[src/rtl/ex_operand_forward_if.sv]
// Interface bundling the decode, forwarding and write-back signals of ex_operand_forward.
// The master drives the pipeline inputs, and the slave (the datapath block) drives the operands and the write-back port.
interface ex_operand_forward_if #(
  parameter int DW  = 16,
  parameter int RAW = 5
);
  logic           stall;
  logic           dec_valid;
  logic [DW-1:0]  rf_A;
  logic [DW-1:0]  rf_B;
  logic [DW-1:0]  imm;
  logic           imm_sel;
  logic [1:0]     mux_sel_A;
  logic [1:0]     mux_sel_B;
  logic [DW-1:0]  alu_result;
  logic [DW-1:0]  dm_rdata;
  logic           mem_mux_sel_dm;
  logic [RAW-1:0] RW_dm;

  logic [DW-1:0]  op_a;
  logic [DW-1:0]  op_b;
  logic [DW-1:0]  store_data;
  logic           ex_valid;
  logic [DW-1:0]  wb_data;
  logic [RAW-1:0] wb_addr;
  logic           wb_en;

  modport master (
    output stall, dec_valid, rf_A, rf_B, imm, imm_sel, mux_sel_A, mux_sel_B,
           alu_result, dm_rdata, mem_mux_sel_dm, RW_dm,
    input  op_a, op_b, store_data, ex_valid, wb_data, wb_addr, wb_en
  );

  modport slave (
    input  stall, dec_valid, rf_A, rf_B, imm, imm_sel, mux_sel_A, mux_sel_B,
           alu_result, dm_rdata, mem_mux_sel_dm, RW_dm,
    output op_a, op_b, store_data, ex_valid, wb_data, wb_addr, wb_en
  );
endinterface

[src/rtl/ex_operand_forward.sv]
// ID/EX, EX/DM and DM/WB data pipeline registers with EX-stage operand forwarding.
// Forward selects are trusted as given; no register-number comparison happens here.
module ex_operand_forward #(
  parameter int DW  = 16,
  parameter int RAW = 5
) (
  input logic                clk,
  input logic                reset,
  ex_operand_forward_if.slave bus
);

  logic           ex_valid_q;
  logic [DW-1:0]  rf_a_q;
  logic [DW-1:0]  rf_b_q;
  logic [DW-1:0]  imm_q;
  logic           imm_sel_q;
  logic [1:0]     sel_a_q;
  logic [1:0]     sel_b_q;
  logic [DW-1:0]  exdm_q;
  logic           dm_valid_q;
  logic [DW-1:0]  wb_data_q;
  logic [RAW-1:0] wb_addr_q;
  logic           wb_en_q;

  logic [DW-1:0]  fwd_a;
  logic [DW-1:0]  fwd_b;

  always_ff @(posedge clk) begin
    if (reset) begin
      ex_valid_q <= 1'b0;
      rf_a_q     <= '0;
      rf_b_q     <= '0;
      imm_q      <= '0;
      imm_sel_q  <= 1'b0;
      sel_a_q    <= 2'b00;
      sel_b_q    <= 2'b00;
      exdm_q     <= '0;
      dm_valid_q <= 1'b0;
      wb_data_q  <= '0;
      wb_addr_q  <= '0;
      wb_en_q    <= 1'b0;
    end else begin
      // a stall inserts a bubble but keeps the fields, since decode is held upstream
      if (bus.stall) begin
        ex_valid_q <= 1'b0;
      end else begin
        ex_valid_q <= bus.dec_valid;
        rf_a_q     <= bus.rf_A;
        rf_b_q     <= bus.rf_B;
        imm_q      <= bus.imm;
        imm_sel_q  <= bus.imm_sel;
        sel_a_q    <= bus.mux_sel_A;
        sel_b_q    <= bus.mux_sel_B;
      end
      exdm_q     <= bus.alu_result;
      dm_valid_q <= ex_valid_q;
      wb_data_q  <= bus.mem_mux_sel_dm ? bus.dm_rdata : exdm_q;
      wb_addr_q  <= bus.RW_dm;
      wb_en_q    <= dm_valid_q && (bus.RW_dm != '0);
    end
  end

  always_comb begin
    fwd_a = rf_a_q;
    fwd_b = rf_b_q;
    case (sel_a_q)
      2'b01:   fwd_a = exdm_q;
      2'b10:   fwd_a = wb_data_q;
      default: fwd_a = rf_a_q;
    endcase
    case (sel_b_q)
      2'b01:   fwd_b = exdm_q;
      2'b10:   fwd_b = wb_data_q;
      default: fwd_b = rf_b_q;
    endcase
  end

  assign bus.op_a       = fwd_a;
  assign bus.store_data = fwd_b;
  assign bus.op_b       = imm_sel_q ? imm_q : fwd_b;
  assign bus.ex_valid   = ex_valid_q;
  assign bus.wb_data    = wb_data_q;
  assign bus.wb_addr    = wb_addr_q;
  assign bus.wb_en      = wb_en_q;

endmodule

[src/flat_wrapper.sv]
// flat-port wrapper written by rule: the top's interface ports become plain ports
module ex_operand_forward_flat 
#(
  parameter int DW  = 16,
  parameter int RAW = 5
)
  (clk, reset, bus_stall, bus_dec_valid, bus_rf_A, bus_rf_B, bus_imm, bus_imm_sel, bus_mux_sel_A, bus_mux_sel_B, bus_alu_result, bus_dm_rdata, bus_mem_mux_sel_dm, bus_RW_dm, bus_op_a, bus_op_b, bus_store_data, bus_ex_valid, bus_wb_data, bus_wb_addr, bus_wb_en);
  ex_operand_forward_if #(.DW(DW), .RAW(RAW)) bus_i ();
  input logic clk;
  input logic reset;
  input wire logic [$bits(bus_i.stall)-1:0] bus_stall;
  input wire logic [$bits(bus_i.dec_valid)-1:0] bus_dec_valid;
  input wire logic [$bits(bus_i.rf_A)-1:0] bus_rf_A;
  input wire logic [$bits(bus_i.rf_B)-1:0] bus_rf_B;
  input wire logic [$bits(bus_i.imm)-1:0] bus_imm;
  input wire logic [$bits(bus_i.imm_sel)-1:0] bus_imm_sel;
  input wire logic [$bits(bus_i.mux_sel_A)-1:0] bus_mux_sel_A;
  input wire logic [$bits(bus_i.mux_sel_B)-1:0] bus_mux_sel_B;
  input wire logic [$bits(bus_i.alu_result)-1:0] bus_alu_result;
  input wire logic [$bits(bus_i.dm_rdata)-1:0] bus_dm_rdata;
  input wire logic [$bits(bus_i.mem_mux_sel_dm)-1:0] bus_mem_mux_sel_dm;
  input wire logic [$bits(bus_i.RW_dm)-1:0] bus_RW_dm;
  output wire logic [$bits(bus_i.op_a)-1:0] bus_op_a;
  output wire logic [$bits(bus_i.op_b)-1:0] bus_op_b;
  output wire logic [$bits(bus_i.store_data)-1:0] bus_store_data;
  output wire logic [$bits(bus_i.ex_valid)-1:0] bus_ex_valid;
  output wire logic [$bits(bus_i.wb_data)-1:0] bus_wb_data;
  output wire logic [$bits(bus_i.wb_addr)-1:0] bus_wb_addr;
  output wire logic [$bits(bus_i.wb_en)-1:0] bus_wb_en;
  assign bus_i.stall = bus_stall;
  assign bus_i.dec_valid = bus_dec_valid;
  assign bus_i.rf_A = bus_rf_A;
  assign bus_i.rf_B = bus_rf_B;
  assign bus_i.imm = bus_imm;
  assign bus_i.imm_sel = bus_imm_sel;
  assign bus_i.mux_sel_A = bus_mux_sel_A;
  assign bus_i.mux_sel_B = bus_mux_sel_B;
  assign bus_i.alu_result = bus_alu_result;
  assign bus_i.dm_rdata = bus_dm_rdata;
  assign bus_i.mem_mux_sel_dm = bus_mem_mux_sel_dm;
  assign bus_i.RW_dm = bus_RW_dm;
  assign bus_op_a = bus_i.op_a;
  assign bus_op_b = bus_i.op_b;
  assign bus_store_data = bus_i.store_data;
  assign bus_ex_valid = bus_i.ex_valid;
  assign bus_wb_data = bus_i.wb_data;
  assign bus_wb_addr = bus_i.wb_addr;
  assign bus_wb_en = bus_i.wb_en;
  ex_operand_forward #(.DW(DW), .RAW(RAW)) u_core (.clk(clk), .reset(reset), .bus(bus_i));
endmodule
[config.mk]
export PLATFORM = sky130hd
export DESIGN_NAME = ex_operand_forward_flat
export DESIGN_NICKNAME = d
export VERILOG_FILES = /design/src/rtl/ex_operand_forward_if.sv /design/src/rtl/ex_operand_forward.sv /design/src/flat_wrapper.sv
export SDC_FILE = /design/constraint.sdc
export NUM_CORES = 1
export LEC_CHECK = 0
export BUFFER_PORTS_ARGS = -buffer_cell sky130_fd_sc_hd__buf_2
export CAP_MARGIN = 20
export CORE_MARGIN = 2
export CORE_UTILIZATION = 30
export DETAILED_ROUTE_END_ITERATION = 6
export GPL_ROUTABILITY_DRIVEN = 0
export PLACE_DENSITY_LB_ADDON = 0.15
export SYNTH_ARGS = -nofsm -noshare
export SYNTH_HDL_FRONTEND = slang
export SYNTH_SLANG_ARGS = --single-unit
[constraint.sdc]
create_clock -name clk -period 4.3 [get_ports clk]
set_input_delay 0.86 -clock clk [delete_from_list [all_inputs] [get_ports clk]]
set_output_delay 0.86 -clock clk [all_outputs]
set_load 0.01 [all_outputs]
==> Yosys cells after proc, flatten, opt, wreduce, memory -nomap -nowiden <==
Index checks and enable logic that the tools add are counted.
{ "op_classes": {"n_eq_ne": 4, "n_mux": 4, "reduce_logical": 3} }
{ "op_table": {"columns": ["operator", "n"], "rows": [
  ["case mux 16 bit (2 select lines)", 2],
  ["2-to-1 mux 16 bit", 2],
  ["nonzero test 5 bit", 1],
  ["== test 2 x 1 -> 1 bit, second input constant", 2],
  ["== test 2 bit, second input constant", 2],
  ["OR reduction 2 bit", 1],
  ["logical AND 1 bit", 1]
]} }
{ "word_totals": {"ff_bits": 93, "in_bits": 95, "output_inout_bits": 71, "elab_cells": 23} }

==> Logic depth before layout (Yosys ltp) <==
{ "depth": {"word_depth": 3, "depth_mapped": 6, "mapped_depth_nobuf": 4} }

==> Worst setup path after synthesis <==
OpenSTA, ideal clock, no wires.
{ "synth_timing": {"path_type": "register to output", "from": "register u_core.sel_b_q[0]", "to": "output port bus_op_b[0]", "t_arrival_ns": 1.351, "required_ns": 3.440, "slack_ns": 2.089, "path_stages_with_launch": 6, "n_path_buf": 1, "path_cell_list": "dfxtp_1 -> inv_1 -> ha_1 -> buf_2 -> nor2b_1 -> o31ai_1"} }
{ "synth_between": {"elab_chain_cells": 3} }
{ "synth_rtl": {"columns": ["element", "line", "text"], "rows": [
  ["start: declaration", "ex_operand_forward.sv:18", "logic [1:0] sel_b_q;"],
  ["start signal: assignment", "ex_operand_forward.sv:53", "sel_b_q <= bus.mux_sel_B;"],
  ["== test 2 bit or == test 2 x 1 -> 1 bit (tied branches)", "ex_operand_forward.sv:71", "case (sel_b_q)"],
  ["case mux 16 bit (2 select lines) (*)", "ex_operand_forward.sv:71", null],
  ["2-to-1 mux 16 bit (*)", "ex_operand_forward.sv:80", "assign bus.op_b = imm_sel_q ? imm_q : fwd_b;"],
  ["end: declaration", "flat_wrapper.sv:24", "output wire logic [$bits(bus_i.op_b)-1:0] bus_op_b;"]
]} }
Mark *: on every way between the ends. The rest lies on a longest branch, timed or not.

==> Final worst setup path <==
{ "layout_timing": {"from": "register u_core.sel_b_q[0]", "to": "output port bus_op_b[11]"} }
Same word-level chain as after synthesis.

==> flow_summary_export.csv <==
group,metric,value,unit
status,status,"complete, no violations",
worst_setup_path,critPathKind,"register to output port",
synth,ys_ff_latch,93,
synth,synthMuxAreaShare,16.60,%
synth,synthCells,430,
clocking,cts_tree,"built",
clocking,cts-root-buf,"clkbuf_16",
clocking,htreeDepth,3,
min_path,hp-class,"register to register",
clocking,cts.path.max_buffers,2,
min_path,whs_path_depth,2,
floorplan,start_util,30.32,%
worst_setup_path,cp_max_fo,16,
synth,netlist.area_leader.share,44.75,%
power_and_ir_drop,ir_worst_vdd,0.0001632,V
synth,syn-num-nets,529,
synth,ys_types,24,
final_layout,syn2layout_area_growth,27.91,%
synth,synth_area,4160,um^2
routing,drc,0,
synth,synth-edff-count,0,
synth,synth_area_per_cell,9.675,um^2
clocking,numCtsBuffers,9,
floorplan,num_io_pins,166,
routing,via_per_inst,4.675,
routing,wirelength,12.80,mm
clocking,post_cts_buffers,0,
routing,vias,3544,
timing,min_period,3.131,ns
worst_setup_path,cp.required,3.44,ns
synth,yosys.cell_count.top_type,"dfxtp_1",
worst_setup_path,worst-endpoint-arrival,2.27,ns
timing,slew_headroom,30.63,%
worst_setup_path,r2r_end,"u_core.imm_sel_q$_SDFFE_PP0N_",
synth,synth_top_family_by_area,"simple AND/OR/NAND/NOR gates",
worst_setup_path,r2r_slack,3.26,ns
final_layout,fin_area,5321,um^2
final_layout,fin_nets,672,
worst_setup_path,critPathLaunch,"u_core.sel_b_q[0]$_SDFFE_PP0N_",
clocking,postCtsResizedCells,0,
floorplan,die_y,121.8,um
global_route,track_usage,17.32,%
synth,async_flop_share,0,%
clocking,cts_num_sinks,93,
worst_setup_path,endpoint,"bus_op_b[11]",
clocking,path_clk_slew,0.07,ns
place,placed_cell_area,5039,um^2
floorplan,die_w,121.8,um
synth,yosys_warnings,0,
global_route,grt_pass1_wl,19.19,mm
power_and_ir_drop,p_leak,2.563,nW
synth,synthAdderAreaFrac,1.203,%
worst_setup_path,end_kind,"output port",
synth,synth_top_cell_by_area,"dfxtp_1",
global_route,first_global_vias,3516,
synth,synthFlopType,"dfxtp_1",
synth,synth_commonest_cells,"dfxtp_1 (93), nor2_1 (86), mux2i_1 (69)",
synth,synth_compound_area_share,14.50,%
synth,synth_xor_area_share,0,%
worst_setup_path,crit_path_start_kind,"register",
routing,drtIter0Drc,146,
flow_run,drv_cap,0,
timing,maxSlewViolCount,0,
clocking,clk_latency,0.35,ns
power_and_ir_drop,p_per_area,398.6,nW/um^2
synth,ys_seq_area_share,44.75,%
timing,period_share,72.82,%
global_route,grt_max_degree,94,
routing,wire_per_inst,16.89,um
final_layout,n_antenna_cell,0,
synth,synth-simple-area-share,16.81,%
routing,ant_nets,0,
timing,worstMarginPinSlew,1.041,ns
timing,finalSetupViolCount,0,
global_route,grt-ovfl-total,0,
timing,rsz0062_at_grt,"false",
worst_setup_path,rr_worst_depth,2,
timing,timing.fmax,319.4,MHz
place,port-buffer-count,165,
final_layout,drive_above_1_share,35.99,%
floorplan,placementRows,43,
min_path,min_from,"u_core.dm_valid_q$_SDFF_PP0_",
worst_setup_path,r2r_start,"u_core.imm_sel_q$_SDFFE_PP0N_",
timing,hold_viol,0,
timing,finClkSkew,0.005337,ns
floorplan,core_area,13720,um^2
routing,dr.pass1.iters,4,
clocking,ctsHoldBuffers,0,
timing,setup-tns-final,0,ns
floorplan,dieArea,14830,um^2
synth,synth_area_leaders,"dfxtp_1 (45%), mux2i_1 (17%), nor2_1 (7.8%)",
global_route,antenna_found_initial,0,
place,dp_hpwl,9.260,mm
==> layer usage <==
metal  part of all wire [%]  global-route usage [%]  up-vias
met5                      0                       0        -
met4                    2.0                   6.466        0
met3                    5.1                   4.494       13
met2                     49                   29.05      107
met1                     44                   21.35     1661
li1                       -                       -     1763
==> worst max-delay path, stage by stage, from the launching register on <==
cell and delay, ns:
dfxtp_1 0.36, ha_1 0.86, a221oi_1 0.23, o31ai_1 0.30, buf_2 0.17
==> power breakdown <==
group	switching, W	internal, W	total (W)
clock	0.000374	0.000401	0.000775
sequential	0.0000403	0.000911	0.000951
combinational	0.000218	0.000177	0.000395
==> kinds of logic after synthesis <==
kind of cell / after synthesis
simple gates: 159
flops: 93
mux: 69
compound gates: 65
buf+inv: 40
fa+ha+maj: 4
==> layout by cell type (no fill, tap or decap), types with 6 or more instances in the layout <==
cell type and count:
a221oi_2 14, a22oi_1 16, buf_2 163, clkbuf_16 9, dfxtp_1 93, mux2i_1 69
nand2_1 32, nor2_1 86, nor2b_1 38, o21ai_0 14, o31ai_1 6, o31ai_2 10
==> through the flow <==
stage | hold WS, ns | cells | utilization [%] | power (W) | worst slack (ns)
after floorplan | 0.4116 | 430 | - | 0.001207 | 2.089
after global placement | 0.4450 | 740 | 36.32 | 0.001360 | 1.298
after detailed placement | 0.4425 | 742 | 36.73 | 0.001374 | 1.537
after CTS | 0.4574 | 758 | 38.79 | 0.002166 | 1.138
after global routing | 0.4755 | 758 | 38.79 | 0.002229 | 0.9594
final | 0.4428 | 758 | 38.79 | 0.002121 | 1.169
==> how the worst min path moves through the flow <==
stage | to | slack [ns]
2_1_floorplan | u_core.bus.wb_en$_SDFF_PP0_ | 0.41
3_3_place_gp | u_core.bus.wb_en$_SDFF_PP0_ | 0.45
3_5_place_dp | u_core.bus.wb_en$_SDFF_PP0_ | 0.44
4_1_cts | u_core.bus.wb_en$_SDFF_PP0_ | 0.46
5_1_grt | u_core.bus.wb_en$_SDFF_PP0_ | 0.48
6_report | u_core.bus.wb_en$_SDFF_PP0_ | 0.44
==> state kept, by name, summed over array words and instances, names as in the netlist, 2 cells and up <==
name,flops
u_core.sel_b_q,2
u_core.rf_b_q,16
u_core.rf_a_q,16
u_core.bus.wb_data,16
u_core.sel_a_q,2
u_core.imm_q,16
u_core.bus.wb_addr,5
u_core.exdm_q,16
==> cell type report <==
| cell class | instances | area [um^2] |
|---|---|---|
| Clock inverter | 7 | 57.56 |
| Sequential cell | 93 | 1862 |
| Inverter | 4 | 15.01 |
| Clock buffer | 9 | 225.2 |
| Fill cell | 1432 | 8398 |
| Timing Repair Buffer | 168 | 893.4 |
| Multi-Input combinational cell | 297 | 2043 |
| Tap cell | 180 | 225.2 |
No activity file was read; power rests on OpenSTA's default activity.
